### src/rtl/neuron_acc_if.sv
// Handshake bundle between the MAC valid pipe / control and neuron_acc.
// master drives the neuron request and partial sums; slave is the accumulator.
interface neuron_acc_if #(
    parameter int IN_W   = 20,
    parameter int BIAS_W = 16,
    parameter int OUT_W  = 8
);
    logic              start;
    logic [BIAS_W-1:0] bias;
    logic [IN_W-1:0]   sum_in;
    logic              sum_valid;
    logic [OUT_W-1:0]  out_data;
    logic              out_valid;
    logic              busy;
    logic              overrun;

    modport master (
        output start, bias, sum_in, sum_valid,
        input  out_data, out_valid, busy, overrun
    );

    modport slave (
        input  start, bias, sum_in, sum_valid,
        output out_data, out_valid, busy, overrun
    );
endinterface

### src/rtl/neuron_acc.sv
// Per-neuron accumulator: sums MAC partial sums, adds bias,
// applies ReLU and a rescale/saturate into an activation.
module neuron_acc #(
    parameter int CHUNKS = 49,
    parameter int IN_W   = 20,
    parameter int ACC_W  = 26,
    parameter int BIAS_W = 16,
    parameter int SHIFT  = 8,
    parameter int OUT_W  = 8
) (
    input  logic        clk,
    input  logic        rst_n,
    neuron_acc_if.slave bus
);

    localparam int CNT_W = (CHUNKS > 1) ? $clog2(CHUNKS) : 1;
    localparam logic [CNT_W-1:0] CNT_LAST = CNT_W'(CHUNKS - 1);

    typedef enum logic [1:0] {
        S_IDLE,
        S_ACCUM,
        S_BIAS,
        S_ACT
    } state_t;

    state_t              r_state;
    state_t              w_next;
    logic [ACC_W-1:0]    r_acc;
    logic [CNT_W-1:0]    r_cnt;
    logic [BIAS_W-1:0]   r_bias;
    logic signed [ACC_W:0] r_biased;
    logic [OUT_W-1:0]    r_out;
    logic                r_valid;
    logic                r_ovr;

    logic                w_take;
    logic                w_sum;
    logic signed [ACC_W:0] w_acc_ext;
    logic signed [ACC_W:0] w_bias_ext;
    logic signed [ACC_W:0] w_shift;
    logic                w_sat;

    // The accumulator is a magnitude that may use its top bit,
    // so it is widened with a zero, not its MSB.
    assign w_acc_ext  = $signed({1'b0, r_acc});
    assign w_bias_ext = $signed({{(ACC_W + 1 - BIAS_W){r_bias[BIAS_W-1]}}, r_bias});
    assign w_shift    = r_biased >>> SHIFT;
    assign w_sat      = |w_shift[ACC_W:OUT_W];

    // State register
    always_ff @(posedge clk or negedge rst_n) begin
        if (!rst_n) begin
            r_state <= S_IDLE;
        end else begin
            r_state <= w_next;
        end
    end

    // Next state plus accept strobes for start and partial sums
    always_comb begin
        w_next = r_state;
        w_take = 1'b0;
        w_sum  = 1'b0;
        case (r_state)
            S_IDLE: begin
                if (bus.start) begin
                    w_take = 1'b1;
                    w_next = S_ACCUM;
                end
            end
            S_ACCUM: begin
                if (bus.sum_valid) begin
                    w_sum = 1'b1;
                    if (r_cnt == CNT_LAST) begin
                        w_next = S_BIAS;
                    end
                end
            end
            S_BIAS:  w_next = S_ACT;
            S_ACT:   w_next = S_IDLE;
            default: w_next = S_IDLE;
        endcase
    end

    // Accumulate, bias and activation datapath
    always_ff @(posedge clk or negedge rst_n) begin
        if (!rst_n) begin
            r_acc    <= '0;
            r_cnt    <= '0;
            r_bias   <= '0;
            r_biased <= '0;
            r_out    <= '0;
            r_valid  <= 1'b0;
        end else begin
            r_valid <= 1'b0;
            if (w_take) begin
                r_acc  <= '0;
                r_cnt  <= '0;
                r_bias <= bus.bias;
            end
            if (w_sum) begin
                r_acc <= r_acc + {{(ACC_W - IN_W){1'b0}}, bus.sum_in};
                r_cnt <= r_cnt + 1'b1;
            end
            if (r_state == S_BIAS) begin
                r_biased <= w_acc_ext + w_bias_ext;
            end
            if (r_state == S_ACT) begin
                r_valid <= 1'b1;
                if (r_biased[ACC_W]) begin
                    r_out <= '0;
                end else if (w_sat) begin
                    r_out <= '1;
                end else begin
                    r_out <= w_shift[OUT_W-1:0];
                end
            end
        end
    end

    // Sticky flag for sums arriving when no neuron is collecting
    always_ff @(posedge clk or negedge rst_n) begin
        if (!rst_n) begin
            r_ovr <= 1'b0;
        end else if (bus.sum_valid && (r_state != S_ACCUM)) begin
            r_ovr <= 1'b1;
        end
    end

    assign bus.out_data  = r_out;
    assign bus.out_valid = r_valid;
    assign bus.busy      = (r_state != S_IDLE);
    assign bus.overrun   = r_ovr;

endmodule

### src/flat_wrapper.sv
// flat-port wrapper written by rule: the top's interface ports become plain ports
module neuron_acc_flat 
#(
    parameter int CHUNKS = 49,
    parameter int IN_W   = 20,
    parameter int ACC_W  = 26,
    parameter int BIAS_W = 16,
    parameter int SHIFT  = 8,
    parameter int OUT_W  = 8
)
  (clk, rst_n, bus_start, bus_bias, bus_sum_in, bus_sum_valid, bus_out_data, bus_out_valid, bus_busy, bus_overrun);
  neuron_acc_if #(.IN_W(IN_W), .BIAS_W(BIAS_W), .OUT_W(OUT_W)) bus_i ();
  input  logic clk;
  input  logic rst_n;
  input wire logic [$bits(bus_i.start)-1:0] bus_start;
  input wire logic [$bits(bus_i.bias)-1:0] bus_bias;
  input wire logic [$bits(bus_i.sum_in)-1:0] bus_sum_in;
  input wire logic [$bits(bus_i.sum_valid)-1:0] bus_sum_valid;
  output wire logic [$bits(bus_i.out_data)-1:0] bus_out_data;
  output wire logic [$bits(bus_i.out_valid)-1:0] bus_out_valid;
  output wire logic [$bits(bus_i.busy)-1:0] bus_busy;
  output wire logic [$bits(bus_i.overrun)-1:0] bus_overrun;
  assign bus_i.start = bus_start;
  assign bus_i.bias = bus_bias;
  assign bus_i.sum_in = bus_sum_in;
  assign bus_i.sum_valid = bus_sum_valid;
  assign bus_out_data = bus_i.out_data;
  assign bus_out_valid = bus_i.out_valid;
  assign bus_busy = bus_i.busy;
  assign bus_overrun = bus_i.overrun;
  neuron_acc #(.CHUNKS(CHUNKS), .IN_W(IN_W), .ACC_W(ACC_W), .BIAS_W(BIAS_W), .SHIFT(SHIFT), .OUT_W(OUT_W)) u_core (.clk(clk), .rst_n(rst_n), .bus(bus_i));
endmodule
### config.mk
export PLATFORM = sky130hd
export DESIGN_NAME = neuron_acc_flat
export DESIGN_NICKNAME = d
export VERILOG_FILES = /design/src/rtl/neuron_acc_if.sv /design/src/rtl/neuron_acc.sv /design/src/flat_wrapper.sv
export SDC_FILE = /design/constraint.sdc
export NUM_CORES = 1
export LEC_CHECK = 0
export ABC_AREA = 1
export BUFFER_PORTS_ARGS = -buffer_cell sky130_fd_sc_hd__buf_2
export CAP_MARGIN = 20
export CORE_MARGIN = 5
export CORE_UTILIZATION = 32
export DETAILED_ROUTE_END_ITERATION = 10
export HOLD_SLACK_MARGIN = 0.06
export SLEW_MARGIN = 20
export SYNTH_ARGS = -nofsm -noshare
export SYNTH_HDL_FRONTEND = slang
export SYNTH_SLANG_ARGS = --single-unit
### constraint.sdc
create_clock -name clk -period 4.1 [get_ports clk]
set_clock_uncertainty 0.2 [all_clocks]
set_input_delay 0 -clock clk [delete_from_list [all_inputs] [get_ports clk]]
set_output_delay 0 -clock clk [all_outputs]
set_load 0.05 [all_outputs]
==> metrics.txt, run 1 <==
clk_lat worst skew 0.35 ns; Die Y 152 um; worst-case clock buffer depth 2; FFs w/ async S/R, synth 1.00; final period utilization 0.615; Sw Pwr 0.00316 W; synthesized area per cell 6.44 um2; number of antenna violations at the first check in global routing 0; measured slew at the worst slew-check pin 0.838 ns; CTS clk-pin slew, worst paths 0.06 ns; first-pass GRT wire length 29.7 mm; Placed Area 7030 um2; switching share of power 0.511; CTS sink count 79; crit path cell chain inv_1 -> ha_1 -> nand2_1 -> nand2_1 -> inv_1 -> a32o_1; total gr overflow 0; total global-route track usage 0.156; Clk pwr share 0.144; Critical-path top delay cell nand2_1; core area 20100 um2; Global Route met3 Usage 0.0230; Cell variety after synth 36; Setup crit end u_core.r_acc[4]$_DFFE_PN0P_; R2R setup slack 1.58 ns; EDFF count, synth 0; # port buffers 50; origin of the critical flop-to-flop path u_core.r_state[0]$_DFFE_PN0P_; Design Power 0.00617 W; max-cap check violation count 0; die area 23200 um2; area growth from synthesis to layout 19.8%; P_int 0.00302 W; sequential share of power 0.235; drt wl/cell 12.7 um; met1 usage 0.208; detailed-route wire length 17.4 mm; post-DP HPWL 14.1 mm; syn nets 1098; Worst Path Max Fanout 20; cts bufs inserted 9; CP startpoint kind register; vias in the first global route 6136; Pwr per Cell Area 796 nW/um2; CTS tree yes; commonest non-fill, non-tap cell in the layout nand2_1; DRC viols 0; drt first pass iters 4; CP required 4.19 ns; FP Rows 52; final hold vios 0; hold_ws 0.0699 ns; post-synthesis sequential area ratio 0.305; Final Cell Area 7750 um2; fillers 2156; Fin Setup TNS 0 ns; Max transition margin 0.440; clock root cell clkbuf_16; capturing point of the worst reg2reg path u_core.r_acc[4]$_DFFE_PN0P_; initial drt markers 315; CP Class reg2reg; GPL Wtd Cong 0.893; largest net degree at the start of global routing 80; Crit. Startpoint u_core.r_state[0]$_DFFE_PN0P_; Top Usage Layer GRT met2; top-level port count 51; mapped cell area 6470 um2; Final Max Slew Viols 0; n_diodes 0; layout cells sized above 1 0.0999; highest cell delay on the worst timing path 0.62 ns; DR vias 6261; Worst setup EP type register; Post-synth top flop dfrtp_1; post-synthesis instance total 1005; nets 1189; Final setup viols 0; routing usage on met2 0.263; Combinational Power Share 0.621; H-tree Lvls 3; Via density 4.57; status completed; synthesis warning total 0; commonest non-fill, non-tap cells in the layout 396 x nand2_1, 161 x inv_1, 79 x dfrtp_1; worst hold path type in2async; Peak VDD IR 0.255 mV; unrepaired setup endpoints after global routing no; number of synthesized register bits 79; post-CTS setup buffer count 0; antenna viol nets, final 0; Reg2Reg Depth 6; fin crit period 2.52 ns; Starting Density 0.322; Max Fclk 0.396 GHz; Chip Width 152 um; CP arrival 2.61 ns; leakage 4.35 nW
[layer usage]
| metal | share of wire | up-vias |
|---|---|---|
| met4 | 0.014 | 0 |
| li1 | - | 3335 |
| met5 | 0 | - |
| met1 | 0.49 | 2827 |
| met3 | 0.031 | 15 |
| met2 | 0.47 | 84 |
[metrics by stage]
step                cells  setup slack [ns]   util
CTS                  1371              1.54  0.385
floorplan            1005              2.08      -
finish               1371              1.58  0.386
global placement     1316              1.62  0.350
detailed placement   1316              1.56  0.350
global route         1371              1.26  0.386
[final cells by class]
| cell class | instances | area, um2 | area share |
|---|---|---|---|
| clock buffers | 10 | 239 | 0.0308 |
| clock inverters | 6 | 92.6 | 0.0119 |
| inverters | 163 | 612 | 0.0789 |
| multi-input cells | 752 | 3830 | 0.494 |
| flip-flops and latches | 79 | 1980 | 0.255 |
| well taps | 270 | 338 | 0.0436 |
| repair buffers | 91 | 662 | 0.0854 |
[power groups by stage]
stage | Sequential (W) | Clock [W] | Combinational (W)
final | 0.00145 | 0.000889 | 0.00383
after global routing | 0.00149 | 0.000940 | 0.00444
after CTS | 0.00145 | 0.000907 | 0.00385
after detailed placement | 0.00146 | 0 | 0.00380
after global placement | 0.00145 | 0 | 0.00377
after floorplan | 0.00149 | 0 | 0.00283
[logic make-up (layout without fill, tap and decap cells)]
group / Yosys count / in the layout / share of synthesized area
AOI/OAI and AO/OA: 86 / 86 / 0.0737
DFF: 79 / 79 / 0.305
adders and majority gates: 53 / 53 / 0.104
muxes: 15 / 15 / 0.0261
and+or+nand+nor: 594 / 594 / 0.384
buffers and inverters: 174 / 270 / 0.102
xor gates and xnor gates: 4 / 4 / 0.00541
[worst min-delay path by stage]
stage	startpoint	end	depth (start not counted)
detailed placement	bus_bias[2]	u_core.r_bias[2]$_DFFE_PN0P_	2
finish	rst_n	u_core.bus.out_data[1]$_DFFE_PN0P_	2
global route	rst_n	u_core.r_biased[9]$_DFFE_PN0P_	2
floorplan	rst_n	u_core.bus.out_data[0]$_DFFE_PN0P_	0
CTS	bus_bias[2]	u_core.r_bias[2]$_DFFE_PN0P_	3
global placement	bus_bias[2]	u_core.r_bias[2]$_DFFE_PN0P_	2
[Yosys cell counts (2+ instances only)]
cell type | instances | area share
a32o_1 | 2 | 0.0031
nor3_1 | 4 | 0.0031
dfrtp_1 | 79 | 0.31
inv_2 | 2 | 0.0012
clkbuf_1 | 4 | 0.0023
xor2_1 | 2 | 0.0027
buf_2 | 7 | 0.0054
nand3_2 | 3 | 0.0046
nand2_2 | 4 | 0.0039
o21bai_1 | 2 | 0.0023
inv_1 | 161 | 0.093
o22ai_1 | 9 | 0.0087
mux2_2 | 15 | 0.026
and2_1 | 4 | 0.0039
nor2_2 | 10 | 0.0097
o21ai_1 | 8 | 0.0062
nand3b_1 | 8 | 0.0093
nand2_1 | 396 | 0.23
or2_2 | 4 | 0.0039
o21ai_0 | 22 | 0.017
xnor2_1 | 2 | 0.0027
ha_1 | 52 | 0.10
nand3_1 | 71 | 0.055
nand4_1 | 9 | 0.0087
nor4_1 | 3 | 0.0029
a21oi_1 | 38 | 0.029
nor2_1 | 75 | 0.043
[what timing repair did]
action	CTS	global route
gates resized for setup	0	0
hold endpoints to repair	121	0
hold buffers	39	0
[flip-flops by register name, indices dropped and copies added (netlist names)]
| register | cells |
|---|---|
| u_core.r_acc | 26 |
| u_core.r_biased | 19 |
| u_core.r_bias | 16 |
| u_core.bus.out_data | 8 |
| u_core.r_cnt | 6 |
| u_core.r_state | 2 |
| u_core.bus.out_valid | 1 |
| u_core.bus.overrun | 1 |
[worst max-delay path, delay by kind of cell, from the launching register on]
kind / cells / cell delay [ns]
and+or+nand+nor: 2 / 0.84
buffers and inverters: 2 / 0.60
DFF: 1 / 0.39
adders and majority gates: 1 / 0.22
AOI/OAI and AO/OA: 1 / 0.21
No activity file was read; power rests on OpenSTA's default activity.
==> run 2: changes to the inputs <==
clock period = 2.3 ns   (was 4.1 ns; I/O delays follow)
==> run 2 against run 1 <==
Final cell count up 1.2%. Critical path depth up 3. Flip-flop and latch count unchanged. Via count up 1.3%. First-iteration DRC count up 9.5%. Sequential share of layout area down 0.52 points. Register-to-register slack worse by 1.5 ns. Largest power group unchanged.
==> metrics.txt, run 2 (synthesis gave the netlist of run 1 again) <==
status completed (unchanged); final hold vios 0 (unchanged); met1 usage 0.208 (about the same); Peak VDD IR 0.555 mV (was 0.255 mV); max FFs per register 26 (unchanged); Cells after DPL 1328 (was 1316); total gr overflow 0 (unchanged); nets 1205 (was 1189); Fin Setup TNS 0 ns (unchanged); switching share of power 0.513 (was 0.511); initial drt markers 345 (was 315); Final Max Slew Viols 0 (unchanged); unrepaired setup endpoints after global routing no (unchanged); DRC viols 0 (unchanged); CP startpoint kind register (unchanged); Max Fclk 0.455 GHz (was 0.396 GHz); number of antenna violations at the first check in global routing 0 (unchanged); commonest non-fill, non-tap cells in the layout 395 x nand2_1, 161 x inv_1, 78 x dfrtp_1 (was 396 x nand2_1, 161 x inv_1, 79 x dfrtp_1); layout cells sized above 1 0.124 (was 0.0999); Critical-path top delay cell dfrtp_2 (was nand2_1); CP Class reg2reg (unchanged); Pwr per Cell Area 1400 nW/um2 (was 796 nW/um2); # port buffers 50 (unchanged); n_diodes 0 (unchanged); final period utilization 0.957 (was 0.615); die area 23200 um2 (unchanged); crit path cell chain ha_2 -> nand2_1 -> nor2_1 -> and2_1 -> nand3b_1 -> nand3_1 -> nand2_1 -> nand3_1 -> nand2_1 (was inv_1 -> ha_1 -> nand2_1 -> nand2_1 -> inv_1 -> a32o_1); H-tree Lvls 3 (unchanged); sequential share of power 0.233 (was 0.235); CTS tree yes (unchanged); commonest non-fill, non-tap cell in the layout nand2_1 (unchanged); largest net degree at the start of global routing 41 (was 80); worst-case clock buffer depth 2 (unchanged); CP dominant cell by count nand2_1; clk_lat worst skew 0.35 ns (about the same); Top Usage Layer GRT met2 (unchanged); Final setup viols 0 (unchanged); Design Power 0.0111 W (was 0.00617 W); Combinational Power Share 0.638 (was 0.621); routing usage on met2 0.267 (was 0.263); Top Registers u_core.r_acc: 26 flops, u_core.r_biased: 19 flops, u_core.r_bias: 16 flops (unchanged); cts bufs inserted 9 (unchanged); Via density 4.57 (about the same); leakage 4.41 nW (was 4.35 nW); detailed-route wire length 17.8 mm (was 17.4 mm); Starting Density 0.322 (unchanged); worst hold path type in2reg (was in2async); Global Route met3 Usage 0.0258 (was 0.0230); post-layout util 0.394 (was 0.386); Worst setup EP type register (unchanged); Die Y 152 um (unchanged); core area 20100 um2 (unchanged); first-pass GRT wire length 30.0 mm (was 29.7 mm); antenna viol nets, final 0 (unchanged); Sw Pwr 0.00569 W (was 0.00316 W); Clk pwr share 0.129 (was 0.144); CTS sink count 79 (unchanged); fin cells 1387 (was 1371); highest cell delay on the worst timing path 0.52 ns (was 0.62 ns); Max transition margin 0.513 (was 0.440); max-cap check violation count 0 (unchanged); Chip Width 152 um (unchanged); Worst Path Max Fanout 12 (was 20); DR vias 6345 (was 6261); register name with the most flops u_core.r_acc (unchanged); CTS clk-pin slew, worst paths 0.06 ns (about the same); FP Rows 52 (unchanged); fin crit period 2.20 ns (was 2.52 ns); post-DP HPWL 14.4 mm (was 14.1 mm); clock root cell clkbuf_16 (unchanged); CP required 2.34 ns (was 4.19 ns); top-level port count 51 (unchanged); vias in the first global route 6185 (was 6136); drt wl/cell 12.8 um (was 12.7 um); P_int 0.00540 W (was 0.00302 W); total global-route track usage 0.159 (was 0.156); GPL Wtd Cong 0.923 (was 0.893); CP arrival 2.24 ns (was 2.61 ns); drt first pass iters 4 (unchanged); area growth from synthesis to layout 22.4% (was 19.8%); measured slew at the worst slew-check pin 0.730 ns (was 0.838 ns)
run 2: cell count changes in the layout (fill, tap and decap cells not counted), moves of 2 or more:
cell           before  now
dlygate4sd3_1      39   41
buf_4               2   15
ha_1               52   42
ha_4                0    2
nor2_2             10   12
nor2_1             75   73
clkinv_2            0    3
ha_2                0    8
buf_12              0    2
run 2: worst paths after layout:
path / from / to / slack [ns] / depth (start not counted)
worst min-delay path: bus_bias[4] / u_core.r_bias[4]$_DFFE_PN0P_ / 0.22 / 3
max in group asynchronous: rst_n / u_core.r_bias[15]$_DFFE_PN0P_ / 1.15 / 4
worst min register to register: u_core.bus.overrun$_DFFE_PN0P_ / u_core.bus.overrun$_DFFE_PN0P_ / 0.27 / 1
min in group asynchronous: rst_n / u_core.r_bias[0]$_DFFE_PN0P_ / 0.53 / 4
worst max-delay path: u_core.r_bias[15]$_DFFE_PN0P_ / u_core.r_biased[19]$_DFFE_PN0P_ / 0.1 / 9
worst max register to register: u_core.r_bias[15]$_DFFE_PN0P_ / u_core.r_biased[19]$_DFFE_PN0P_ / 0.1 / 9
run 2: repair_timing:
action,4_1_cts,5_1_grt
endpoints found under the hold margin,122,0
pin swaps,0,0
resized for setup,1,15
setup buffers,0,1
setup endpoints to repair,3,16
hold buffers,42,0
run 2: through the flow:
stage	cell area (um2)	worst slack (ns)	hold WS (ns)
floorplan	6470	0.279	-0.496
global placement	7130	0.0184	-0.159
detailed placement	7130	0.00114	-0.161
CTS	7850	0.00746	0.202
global route	7920	0.00391	0.222
finish	7920	0.100	0.221
run 2: power groups by stage:
stage               clock network (W)  logic [W]  registers, W
floorplan                           0    0.00505       0.00265
global placement                    0    0.00686       0.00257
detailed placement                  0    0.00691       0.00259
CTS                           0.00149    0.00700       0.00257
global route                  0.00154    0.00813       0.00266
finish                        0.00143    0.00708       0.00258
run 2: critical path: cells and delay by family, from the launching register on:
family        cells  cell delay [ns]
fa+ha+maj         1             0.43
flops             1             0.52
simple gates      8             0.93
run 2: final cells by class:
| type | count | area, um2 |
|---|---|---|
| clock inverters | 6 | 61.3 |
| fillers | 2137 | 12200 |
| clock buffers | 10 | 229 |
| well taps | 270 | 338 |
| multi-input cells | 752 | 3890 |
| repair buffers | 107 | 808 |
| inverters | 163 | 612 |
| flip-flops and latches | 79 | 1980 |
run 2: metal layers:
layer	vias to the layer above	wire length, um
met5	-	0
met2	88	8260
met4	0	406
met3	23	547
met1	2861	8580
li1	3373	-
==> run 3: changes to the inputs <==
CORE_UTILIZATION = 50   (was 32)
PLACE_DENSITY = 0.71   (was default)
==> run 3 against run 2 <==
Clock power is 9.8% higher. Flip-flop and latch count stayed put. Via count is 1.7% higher. Final cell count is 7.4% lower. Routed wire length is 2.4% lower. Fmax is 0.75% higher.
==> metrics.txt, run 3 (synthesis gave the netlist of run 1 again) <==
DR vias 6453 (was 6345); total global-route track usage 0.245 (was 0.159); DRC viols 0 (unchanged); core area 12700 um2 (was 20100 um2); antenna viol nets, final 0 (unchanged); clk_lat worst skew 0.36 ns (was 0.35 ns); Chip Width 124 um (was 152 um); nets 1200 (was 1205); n_diodes 0 (unchanged); CP startpoint kind register (unchanged); final hold vios 0 (unchanged); CTS tree yes (unchanged); Die Y 124 um (was 152 um); clock root cell clkbuf_16 (unchanged); Design Power 0.0112 W (was 0.0111 W); FP Rows 41 (was 52); commonest non-fill, non-tap cells in the layout 394 x nand2_1, 161 x inv_1, 77 x dfrtp_1 (was 395 x nand2_1, 161 x inv_1, 78 x dfrtp_1); Final setup viols 0 (unchanged); H-tree Lvls 3 (unchanged); Max Fclk 0.458 GHz (was 0.455 GHz); measured slew at the worst slew-check pin 0.739 ns (was 0.730 ns); largest net degree at the start of global routing 48 (was 41); top-level port count 51 (unchanged); Final Max Slew Viols 0 (unchanged); number of antenna violations at the first check in global routing 0 (unchanged); first-pass GRT wire length 29.2 mm (was 30.0 mm); status completed (unchanged); CP required 2.34 ns (about the same); Top Registers u_core.r_acc: 26 flops, u_core.r_biased: 19 flops, u_core.r_bias: 16 flops (unchanged); leakage 4.39 nW (was 4.41 nW); area growth from synthesis to layout 19.9% (was 22.4%); final worst slack 0.116 ns (was 0.100 ns); CTS clk-pin slew, worst paths 0.07 ns (was 0.06 ns); layout cells sized above 1 0.123 (was 0.124); die area 15300 um2 (was 23200 um2); vias in the first global route 6205 (was 6185); detailed-route wire length 17.4 mm (was 17.8 mm); Pwr per Cell Area 1450 nW/um2 (was 1400 nW/um2); initial drt markers 385 (was 345); Fin Setup TNS 0 ns (unchanged); GPL Wtd Cong 0.989 (was 0.923); CTS sink count 79 (unchanged); Starting Density 0.511 (was 0.322); commonest non-fill, non-tap cell in the layout nand2_1 (unchanged); CP arrival 2.23 ns (was 2.24 ns); Worst Path Max Fanout 12 (unchanged); max-cap check violation count 0 (unchanged); CP Class reg2reg (unchanged); fin crit period 2.18 ns (was 2.20 ns); cts bufs inserted 9 (unchanged); hold_ws 0.0985 ns (was 0.221 ns); # port buffers 50 (unchanged); drt wl/cell 13.5 um (was 12.8 um); Via density 5.03 (was 4.57); max FFs per register 26 (unchanged); drt first pass iters 5 (was 4); register name with the most flops u_core.r_acc (unchanged); Peak VDD IR 0.565 mV (was 0.555 mV); total gr overflow 0 (unchanged); worst hold path type in2reg (unchanged); post-DP HPWL 13.5 mm (was 14.4 mm); worst-case clock buffer depth 2 (unchanged); final period utilization 0.949 (was 0.957); Max transition margin 0.507 (was 0.513); Worst setup EP type register (unchanged); pre-CTS WS 0.0429 ns (was 0.00114 ns)
-- run 3: timing repair --
item                                    in CTS  in global routing
endpoints found under the setup margin       0                 18
buffers inserted                             0                  2
hold buffers                                40                  0
resized for setup                            0                 18
endpoints found under the hold margin      124                  0
-- run 3: critical path, cell delays in order (launching register included) --
cell	delay, ns
dfrtp_2	0.50
ha_1	0.40
nand2_1	0.13
nor2_1	0.22
and2_1	0.18
nand3b_1	0.11
nand3_1	0.12
nand2_1	0.07
nand3_1	0.09
nand2_1	0.05
-- run 3: area by class of cell --
type                       instances  area, um2
multi-input combinational        752       3890
clock buffer                      10        229
inverter                         163        612
sequential                        79       1980
clock inverter                     6       92.6
tap                              172        215
timing repair buffer             102        743
fill                            1233       4910
-- run 3: worst paths after layout --
path	from	to	slack, ns	cells past startpoint
setup / recovery	u_core.r_bias[15]$_DFFE_PN0P_	u_core.r_biased[19]$_DFFE_PN0P_	0.12	9
hold / removal	bus_sum_in[2]	u_core.r_acc[2]$_DFFE_PN0P_	0.1	4
setup reg to reg	u_core.r_bias[15]$_DFFE_PN0P_	u_core.r_biased[19]$_DFFE_PN0P_	0.12	9
hold reg to reg	u_core.bus.overrun$_DFFE_PN0P_	u_core.bus.overrun$_DFFE_PN0P_	0.28	1
max in group asynchronous	rst_n	u_core.r_bias[15]$_DFFE_PN0P_	0.64	4
min in group asynchronous	rst_n	u_core.r_acc[0]$_DFFE_PN0P_	0.54	3
-- run 3: per-stage QoR --
step           utilization  cell area (um2)  instances
4_1_cts              0.607             7690       1282
5_1_grt              0.612             7760       1284
3_5_place_dp         0.550             6970       1226
6_report             0.612             7760       1284
2_1_floorplan            -             6470       1005
3_3_place_gp         0.550             6970       1226
-- run 3: report_power, final --
group | leakage [nW] | switching [W] | internal [W]
clock | 0.149 | 0.000615 | 0.000956
combinational | 3.26 | 0.00462 | 0.00249
sequential | 0.985 | 0.000527 | 0.00203
-- run 3: routing by layer --
metal | vias up | wire [um] | global-route usage
met5 | - | 0 | 0
met1 | 2909 | 7800 | 0.310
met2 | 149 | 8330 | 0.420
met3 | 31 | 766 | 0.0300
met4 | 0 | 477 | 0.107
li1 | 3364 | - | -
